===== src/rtl/bram_rd_sequencer_pkg.sv =====
// rtl/bram_rd_sequencer_pkg.sv - shared defaults, state encoding and byte math
package bram_rd_sequencer_pkg;

  localparam int DEFAULT_WIDTH_DATA = 48;
  localparam int DEFAULT_WIDTH_ADDR = 8;
  localparam int BYTES_PER_WORD     = DEFAULT_WIDTH_DATA / 8;

  typedef enum logic [2:0] {
    IDLE    = 3'd0,
    RD_REQ  = 3'd1,
    RD_WAIT = 3'd2,
    SEND    = 3'd3,
    DONE    = 3'd4
  } state_t;

  function automatic int bytes_per_word(input int width_data);
    return width_data / 8;
  endfunction

endpackage


===== src/rtl/bram_rd_sequencer_if.sv =====
// rtl/bram_rd_sequencer_if.sv - control, BRAM read port and UART byte stream bundle
interface bram_rd_sequencer_if #(
  parameter int WIDTH_DATA = bram_rd_sequencer_pkg::DEFAULT_WIDTH_DATA,
  parameter int WIDTH_ADDR = bram_rd_sequencer_pkg::DEFAULT_WIDTH_ADDR
);
  import bram_rd_sequencer_pkg::*;

  logic                  i_start;
  logic [WIDTH_ADDR-1:0] i_base_addr;
  logic [WIDTH_ADDR:0]   i_word_cnt;
  logic                  o_busy;
  logic                  o_done;
  logic                  o_rd_en;
  logic [WIDTH_ADDR-1:0] o_raddr;
  logic [WIDTH_DATA-1:0] i_rdata;
  logic [7:0]            o_tx_data;
  logic                  o_tx_valid;
  logic                  i_tx_ready;

  modport slave (
    input  i_start, i_base_addr, i_word_cnt, i_rdata, i_tx_ready,
    output o_busy, o_done, o_rd_en, o_raddr, o_tx_data, o_tx_valid
  );

  modport master (
    output i_start, i_base_addr, i_word_cnt, i_rdata, i_tx_ready,
    input  o_busy, o_done, o_rd_en, o_raddr, o_tx_data, o_tx_valid
  );

endinterface


===== src/rtl/bram_rd_sequencer_word_serializer.sv =====
// rtl/bram_rd_sequencer_word_serializer.sv - holds one BRAM word and emits it LSB byte first
module word_serializer
  import bram_rd_sequencer_pkg::*;
#(
  parameter int WIDTH_DATA = DEFAULT_WIDTH_DATA
) (
  input  logic                  i_clk,
  input  logic                  i_rst,
  input  logic                  i_load,
  input  logic [WIDTH_DATA-1:0] i_word,
  input  logic                  i_tx_ready,
  output logic [7:0]            o_tx_data,
  output logic                  o_tx_valid,
  output logic                  o_last_hs
);

  localparam int BPW   = bytes_per_word(WIDTH_DATA);
  localparam int IDX_W = (BPW > 1) ? $clog2(BPW) : 1;
  localparam logic [IDX_W-1:0] LAST_IDX = IDX_W'(BPW - 1);

  logic [BPW-1:0][7:0] word_q;
  logic [IDX_W-1:0]    idx_q;
  logic                valid_q;
  logic                hs;

  assign hs         = valid_q && i_tx_ready;
  assign o_last_hs  = hs && (idx_q == LAST_IDX);
  // Byte mux is driven only from registers, so the byte stays put during stalls.
  assign o_tx_data  = word_q[idx_q];
  assign o_tx_valid = valid_q;

  always_ff @(posedge i_clk) begin
    if (i_rst) begin
      word_q  <= '0;
      idx_q   <= '0;
      valid_q <= 1'b0;
    end else if (i_load) begin
      word_q  <= i_word;
      idx_q   <= '0;
      valid_q <= 1'b1;
    end else if (hs) begin
      if (idx_q == LAST_IDX) begin
        idx_q   <= '0;
        valid_q <= 1'b0;
      end else begin
        idx_q <= idx_q + 1'b1;
      end
    end
  end

endmodule


===== src/rtl/bram_rd_sequencer.sv =====
// rtl/bram_rd_sequencer.sv - reads a block of BRAM words and streams them out as bytes
module bram_rd_sequencer
  import bram_rd_sequencer_pkg::*;
#(
  parameter int WIDTH_DATA = DEFAULT_WIDTH_DATA,
  parameter int WIDTH_ADDR = DEFAULT_WIDTH_ADDR
) (
  input  logic                i_clk,
  input  logic                i_rst,
  bram_rd_sequencer_if.slave  bus
);

  localparam logic [WIDTH_ADDR:0] CNT_ONE = (WIDTH_ADDR + 1)'(1);

  state_t                state_q, state_d;
  logic [WIDTH_ADDR-1:0] addr_q;
  logic [WIDTH_ADDR:0]   cnt_q;
  logic                  accept;
  logic                  ser_load;
  logic                  last_hs;
  logic                  rd_en;
  logic                  done;
  logic [7:0]            tx_data;
  logic                  tx_valid;

  assign accept = (state_q == IDLE) && bus.i_start && (bus.i_word_cnt != '0);

  word_serializer #(.WIDTH_DATA(WIDTH_DATA)) u_ser (
    .i_clk      (i_clk),
    .i_rst      (i_rst),
    .i_load     (ser_load),
    .i_word     (bus.i_rdata),
    .i_tx_ready (bus.i_tx_ready),
    .o_tx_data  (tx_data),
    .o_tx_valid (tx_valid),
    .o_last_hs  (last_hs)
  );

  always_ff @(posedge i_clk) begin
    if (i_rst) begin
      state_q <= IDLE;
    end else begin
      state_q <= state_d;
    end
  end

  always_comb begin
    state_d  = state_q;
    rd_en    = 1'b0;
    ser_load = 1'b0;
    done     = 1'b0;
    case (state_q)
      IDLE: begin
        if (bus.i_start) begin
          state_d = (bus.i_word_cnt == '0) ? DONE : RD_REQ;
        end
      end
      RD_REQ: begin
        rd_en   = 1'b1;
        state_d = RD_WAIT;
      end
      RD_WAIT: begin
        ser_load = 1'b1;
        state_d  = SEND;
      end
      SEND: begin
        // cnt_q still holds the pre-decrement count during the final handshake.
        if (last_hs) begin
          state_d = (cnt_q == CNT_ONE) ? DONE : RD_REQ;
        end
      end
      DONE: begin
        done    = 1'b1;
        state_d = IDLE;
      end
      default: state_d = IDLE;
    endcase
  end

  // Address wraps naturally through its WIDTH_ADDR-bit register.
  always_ff @(posedge i_clk) begin
    if (i_rst) begin
      addr_q <= '0;
      cnt_q  <= '0;
    end else if (accept) begin
      addr_q <= bus.i_base_addr;
      cnt_q  <= bus.i_word_cnt;
    end else if (last_hs) begin
      addr_q <= addr_q + 1'b1;
      cnt_q  <= cnt_q - 1'b1;
    end
  end

  assign bus.o_busy     = (state_q != IDLE);
  assign bus.o_done     = done;
  assign bus.o_rd_en    = rd_en;
  assign bus.o_raddr    = addr_q;
  assign bus.o_tx_data  = tx_data;
  assign bus.o_tx_valid = tx_valid;

endmodule


===== src/flat_wrapper.sv =====
// flat-port wrapper written by rule: the top's interface ports become plain ports
module bram_rd_sequencer_flat import bram_rd_sequencer_pkg::*;
#(
  parameter int WIDTH_DATA = DEFAULT_WIDTH_DATA,
  parameter int WIDTH_ADDR = DEFAULT_WIDTH_ADDR
)
  (i_clk, i_rst, bus_i_start, bus_i_base_addr, bus_i_word_cnt, bus_i_rdata, bus_i_tx_ready, bus_o_busy, bus_o_done, bus_o_rd_en, bus_o_raddr, bus_o_tx_data, bus_o_tx_valid);
  bram_rd_sequencer_if #(.WIDTH_DATA(WIDTH_DATA), .WIDTH_ADDR(WIDTH_ADDR)) bus_i ();
  input  logic i_clk;
  input  logic i_rst;
  input wire logic [$bits(bus_i.i_start)-1:0] bus_i_start;
  input wire logic [$bits(bus_i.i_base_addr)-1:0] bus_i_base_addr;
  input wire logic [$bits(bus_i.i_word_cnt)-1:0] bus_i_word_cnt;
  input wire logic [$bits(bus_i.i_rdata)-1:0] bus_i_rdata;
  input wire logic [$bits(bus_i.i_tx_ready)-1:0] bus_i_tx_ready;
  output wire logic [$bits(bus_i.o_busy)-1:0] bus_o_busy;
  output wire logic [$bits(bus_i.o_done)-1:0] bus_o_done;
  output wire logic [$bits(bus_i.o_rd_en)-1:0] bus_o_rd_en;
  output wire logic [$bits(bus_i.o_raddr)-1:0] bus_o_raddr;
  output wire logic [$bits(bus_i.o_tx_data)-1:0] bus_o_tx_data;
  output wire logic [$bits(bus_i.o_tx_valid)-1:0] bus_o_tx_valid;
  assign bus_i.i_start = bus_i_start;
  assign bus_i.i_base_addr = bus_i_base_addr;
  assign bus_i.i_word_cnt = bus_i_word_cnt;
  assign bus_i.i_rdata = bus_i_rdata;
  assign bus_i.i_tx_ready = bus_i_tx_ready;
  assign bus_o_busy = bus_i.o_busy;
  assign bus_o_done = bus_i.o_done;
  assign bus_o_rd_en = bus_i.o_rd_en;
  assign bus_o_raddr = bus_i.o_raddr;
  assign bus_o_tx_data = bus_i.o_tx_data;
  assign bus_o_tx_valid = bus_i.o_tx_valid;
  bram_rd_sequencer #(.WIDTH_DATA(WIDTH_DATA), .WIDTH_ADDR(WIDTH_ADDR)) u_core (.i_clk(i_clk), .i_rst(i_rst), .bus(bus_i));
endmodule

===== config.mk =====
export PLATFORM = sky130hd
export DESIGN_NAME = bram_rd_sequencer_flat
export DESIGN_NICKNAME = d
export VERILOG_FILES = /design/src/rtl/bram_rd_sequencer_pkg.sv /design/src/rtl/bram_rd_sequencer_if.sv /design/src/rtl/bram_rd_sequencer_word_serializer.sv /design/src/rtl/bram_rd_sequencer.sv /design/src/flat_wrapper.sv
export SDC_FILE = /design/constraint.sdc
export NUM_CORES = 1
export LEC_CHECK = 0
export CORE_AREA = 10 10 99 101
export DETAILED_ROUTE_END_ITERATION = 6
export DIE_AREA = 0 0 109 111
export GPL_TIMING_DRIVEN = 0
export PLACE_DENSITY = 0.82
export REMOVE_ABC_BUFFERS = 1
export SLEW_MARGIN = 20
export SYNTH_ARGS = -nofsm -noshare
export SYNTH_HDL_FRONTEND = slang
export SYNTH_SLANG_ARGS = --single-unit

===== constraint.sdc =====
create_clock -name i_clk -period 4.41 [get_ports i_clk]
set_input_delay 0.882 -clock i_clk [delete_from_list [all_inputs] [get_ports i_clk]]
set_output_delay 0.882 -clock i_clk [all_outputs]
set_load 0.005 [all_outputs]

==> impl_results.md <==
- Run status: completed
- Vias per inst: 5.18
- Cell Area, Synth: 3460 µm²
- Area added between synthesis and finish: 33.3%
- Top flip-flop cell by instance count after synthesis: sky130_fd_sc_hd__dfxtp_1
- Minimum clock period: 3.48 ns
- Wire length of the first global-routing pass: roughly 15 mm
- Synthesized instance count: 411
- Cell type with the largest total area after synthesis: sky130_fd_sc_hd__dfxtp_1
- Vias in the first global route: between 3,000 and 4,000
- Final design utilization: 57.8%
- Data arrival time of the critical path: between 2 and 3 ns
- Area after DPL: 4390 µm²
- Number of iterations in the first detailed-routing pass: 4
- Total grt overflow: 0
- Wirelength, routed: 8.84 mm
- Violation count after the first detailed-route iteration: 117
- Maximum number of pins on one net before global-route repair: 45
- Mean instance size in the synthesized netlist: 8.41 µm²
- Worst R2R End: u_core.cnt_q[7]
- Capturing instance or port of the critical path: bus_o_tx_data[6]
- Fraction of power consumed by sequential logic: around 42%
- Setup CP Type: reg -> out
- Max-Slew Margin vs Limit: 36.7%
- Slew of the pin with the lowest slew margin: about 0.95 ns
- Final setup viols: 0
- Root buffer cell: sky130_fd_sc_hd__clkbuf_8
- Number of setup buffers added after CTS: 0
- Worst-path cell with the longest stage delay: sky130_fd_sc_hd__dfxtp_1
- Detailed-route wire length per cell: 14.9 µm
- Die span in x: 109 µm
- Required time worst endpoint: 3.53 ns
- R2R depth: 4
- Ratio of cells with drive above 1 in the final layout: approximately a tenth
- Max-Cap Viols: 0
- Total number of vias: 3,067
- Net Switching: 0.000657 W
- Final Max Slew Viols: 0
- DR DRC count: 0
- Number of inserted diodes: 0
- I/O Buffers: 88
- Longest Clk Path Bufs: 2
- CTS tree: yes
- Slowest cell delay on critical path: 0.94 ns
- Internal: roughly 0.0014 W
- Cell Pwr Density: 447 nW/µm²
- Starting utilization of the core area: 43.4%
- Total number of nets in the final design: 554
- Kind of capture point of the worst setup path: output port
- Post-CTS clock slew at the launch and capture registers of the worst setup and hold paths: 0.08 ns
- Sink count of the clock tree: 72
- Maximum fanout along the worst path: 18
- Final instance area: 4610 µm²
- Number of cell rows: 33
- Final Hold Violating Endpoints: 0
- Total track usage: 14.6%
- Clock insertion delay at the later pin of the skew report: 0.35 ns
- HPWL after detailed placement: ~6.2 mm
- Sequential share of the synthesized area: 41.7%
- Cells along the critical path: nand2b_1 > o22ai_1 > o21a_1 > clkdlybuf4s50_1
- # IOs: 89
- Post-synthesis async set-or-reset flop share: 0%
- Hold WC Path Type: reg -> reg
- Post-Route Skew: between 0.01 and 0.015 ns
- Number of buffers created by CTS: 9
- Area of the die: about 12,000 µm²
- Depth of the CTS H-tree: 3
- Antenna violations before repair: 0
- Distinct cell type count after synthesis: between 40 and 50
- Leading cell types by total area after synthesis: sky130_fd_sc_hd__dfxtp_1 42%, sky130_fd_sc_hd__nand2_1 11%, sky130_fd_sc_hd__a21oi_1 7.7%
- RSZ-0062 raised after global routing: false
- Fraction of power spent switching nets: a little under a third
- Achievable Freq: 0.287 GHz
- Synth top area share: 41.7%
- Total negative setup slack: 0 ns
- Element type at the critical path start: register
- Source of the critical timing path: u_core.u_ser.idx_q[2]
- Ratio of final minimum period to clock period: between 70% and 80%
- Combinational fraction of design power: between 20 and 30%
- Number of nets with antenna violations after routing: 0
- Flop-to-flop setup slack: 2.26 ns
- Number of synthesis warnings: 0
- Leakage power summed over all cells: around 1.5 nW
- Hold buffer count at cts: 0
- Die Ht: ~110 µm
- Maximum resistive drop on vdd: 187 µV
- Startpoint of the lowest-slack register-to-register path: u_core.u_ser.idx_q[2]
- Std-Cell Core Area: 7970 µm²
- Portion of total power attributed to the clock network: between 20% and 30%
- CTS resizes: 0
- Number of enable-type register cells in the synthesized netlist: 0
- RePlAce Congestion: 0.838
- Yosys reg bits: 72
==> stage by stage <==
stage / setup WS [ns] / total power (W) / std cells / hold slack [ns]
3_5_place_dp: 1.24 / 0.00150 / 576 / 0.447
3_3_place_gp: 0.513 / 0.00145 / 573 / 0.440
2_1_floorplan: 1.97 / 0.00121 / 380 / 0.427
5_1_grt: 0.763 / 0.00219 / 592 / 0.476
4_1_cts: 0.864 / 0.00208 / 592 / 0.458
6_report: 0.930 / 0.00206 / 592 / 0.456
==> flip-flops by register name, summed over array words and instances, names as in the netlist <==
signal                   count
u_core.u_ser.o_tx_valid      1
u_core.state_q               3
u_core.u_ser.word_q         48
u_core.u_ser.idx_q           3
u_core.cnt_q                 9
u_core.bus.o_raddr           8
==> cell type report <==
class	instances	area, µm²
timing repair buffer	91	946
multi-input combinational	294	1820
fill	708	3360
clock inverter	7	95.1
sequential	72	1440
clock buffer	9	124
tap	105	131
inverter	14	52.6
==> placed cells by master, fill, tap and decap left out, drive strengths merged, types with 3 or more instances in the layout <==
| cell type | count |
|---|---|
| nand2 | 102 |
| clkdlybuf4s50 | 87 |
| dfxtp | 72 |
| a21oi | 53 |
| nor2 | 23 |
| inv | 15 |
| a211oi | 14 |
| nand3 | 12 |
| nor3 | 11 |
| mux2i | 10 |
| clkbuf | 9 |
| o22ai | 8 |
| xnor2 | 8 |
| mux4 | 7 |
| xor2 | 6 |
| o21ai | 4 |
| or3 | 4 |
| buf | 4 |
| nor3b | 3 |
| nand4b | 3 |
| ha | 3 |
| nor4 | 3 |
| clkinv | 3 |
==> per-layer routing <==
layer / GRT usage (%) / part of all wire (%) / routed length (µm)
met5: 0 / 0 / 0
met4: 3.87 / 0.97 / 86
met3: 6.80 / 9.3 / 818
met2: 23.2 / 47 / 4130
met1: 17.1 / 43 / 3810
==> worst min-delay path by stage <==
stage	start	endpoint	cells past startpoint
finish	u_core.u_ser.word_q[17]	u_core.u_ser.word_q[17]	2
CTS	u_core.u_ser.word_q[26]	u_core.u_ser.word_q[26]	2
global route	u_core.u_ser.word_q[17]	u_core.u_ser.word_q[17]	2
detailed placement	u_core.u_ser.word_q[24]	u_core.u_ser.word_q[24]	2
floorplan	u_core.u_ser.word_q[15]	u_core.u_ser.word_q[15]	2
global placement	u_core.u_ser.word_q[36]	u_core.u_ser.word_q[36]	2
==> power by group through the flow <==
stage	Sequential [W]	Clock [W]	Combinational, W
2_1_floorplan	0.000860	0	0.000352
3_3_place_gp	0.000877	0	0.000571
3_5_place_dp	0.000885	0	0.000614
4_1_cts	0.000870	0.000590	0.000620
5_1_grt	0.000888	0.000619	0.000681
6_report	0.000871	0.000574	0.000612
==> critical path, delay by kind of cell (launching register included) <==
kind	cells	cell delay [ns]
flops	1	0.94
simple gates	1	0.47
buf+inv	1	0.44
compound gates	2	0.38
==> cell usage after synthesis, types with 2 or more instances <==
library cell / number
sky130_fd_sc_hd__buf_2: 7
sky130_fd_sc_hd__nor3_1: 10
sky130_fd_sc_hd__xor2_1: 6
sky130_fd_sc_hd__or3_1: 4
sky130_fd_sc_hd__nor2_1: 23
sky130_fd_sc_hd__nand4b_1: 3
sky130_fd_sc_hd__mux2i_1: 10
sky130_fd_sc_hd__nor4_1: 2
sky130_fd_sc_hd__nor3b_1: 3
sky130_fd_sc_hd__o211ai_1: 2
sky130_fd_sc_hd__nand2b_1: 2
sky130_fd_sc_hd__a211oi_2: 14
sky130_fd_sc_hd__inv_1: 13
sky130_fd_sc_hd__o21ai_0: 4
sky130_fd_sc_hd__mux4_2: 7
sky130_fd_sc_hd__nand2_1: 102
sky130_fd_sc_hd__a311oi_2: 2
sky130_fd_sc_hd__clkbuf_1: 19
sky130_fd_sc_hd__o22ai_1: 8
sky130_fd_sc_hd__buf_6: 3
sky130_fd_sc_hd__nand3_1: 11
sky130_fd_sc_hd__a21oi_1: 53
sky130_fd_sc_hd__dfxtp_1: 72
sky130_fd_sc_hd__xnor2_1: 8
sky130_fd_sc_hd__ha_1: 3
==> cell families (layout without fill, tap and decap cells) <==
logic type,after synthesis,in the layout,synth area share (%)
adder cells (fa/ha/maj),3,3,1.09
buffers and inverters,45,121,5.90
flip-flops,72,72,41.7
multiplexers,17,17,7.46
XOR/XNOR,14,14,3.55
AND/OR/NAND/NOR,172,172,23.0
AO/OA/AOI/OAI,88,88,17.3
(Power assumes the default switching activity.)
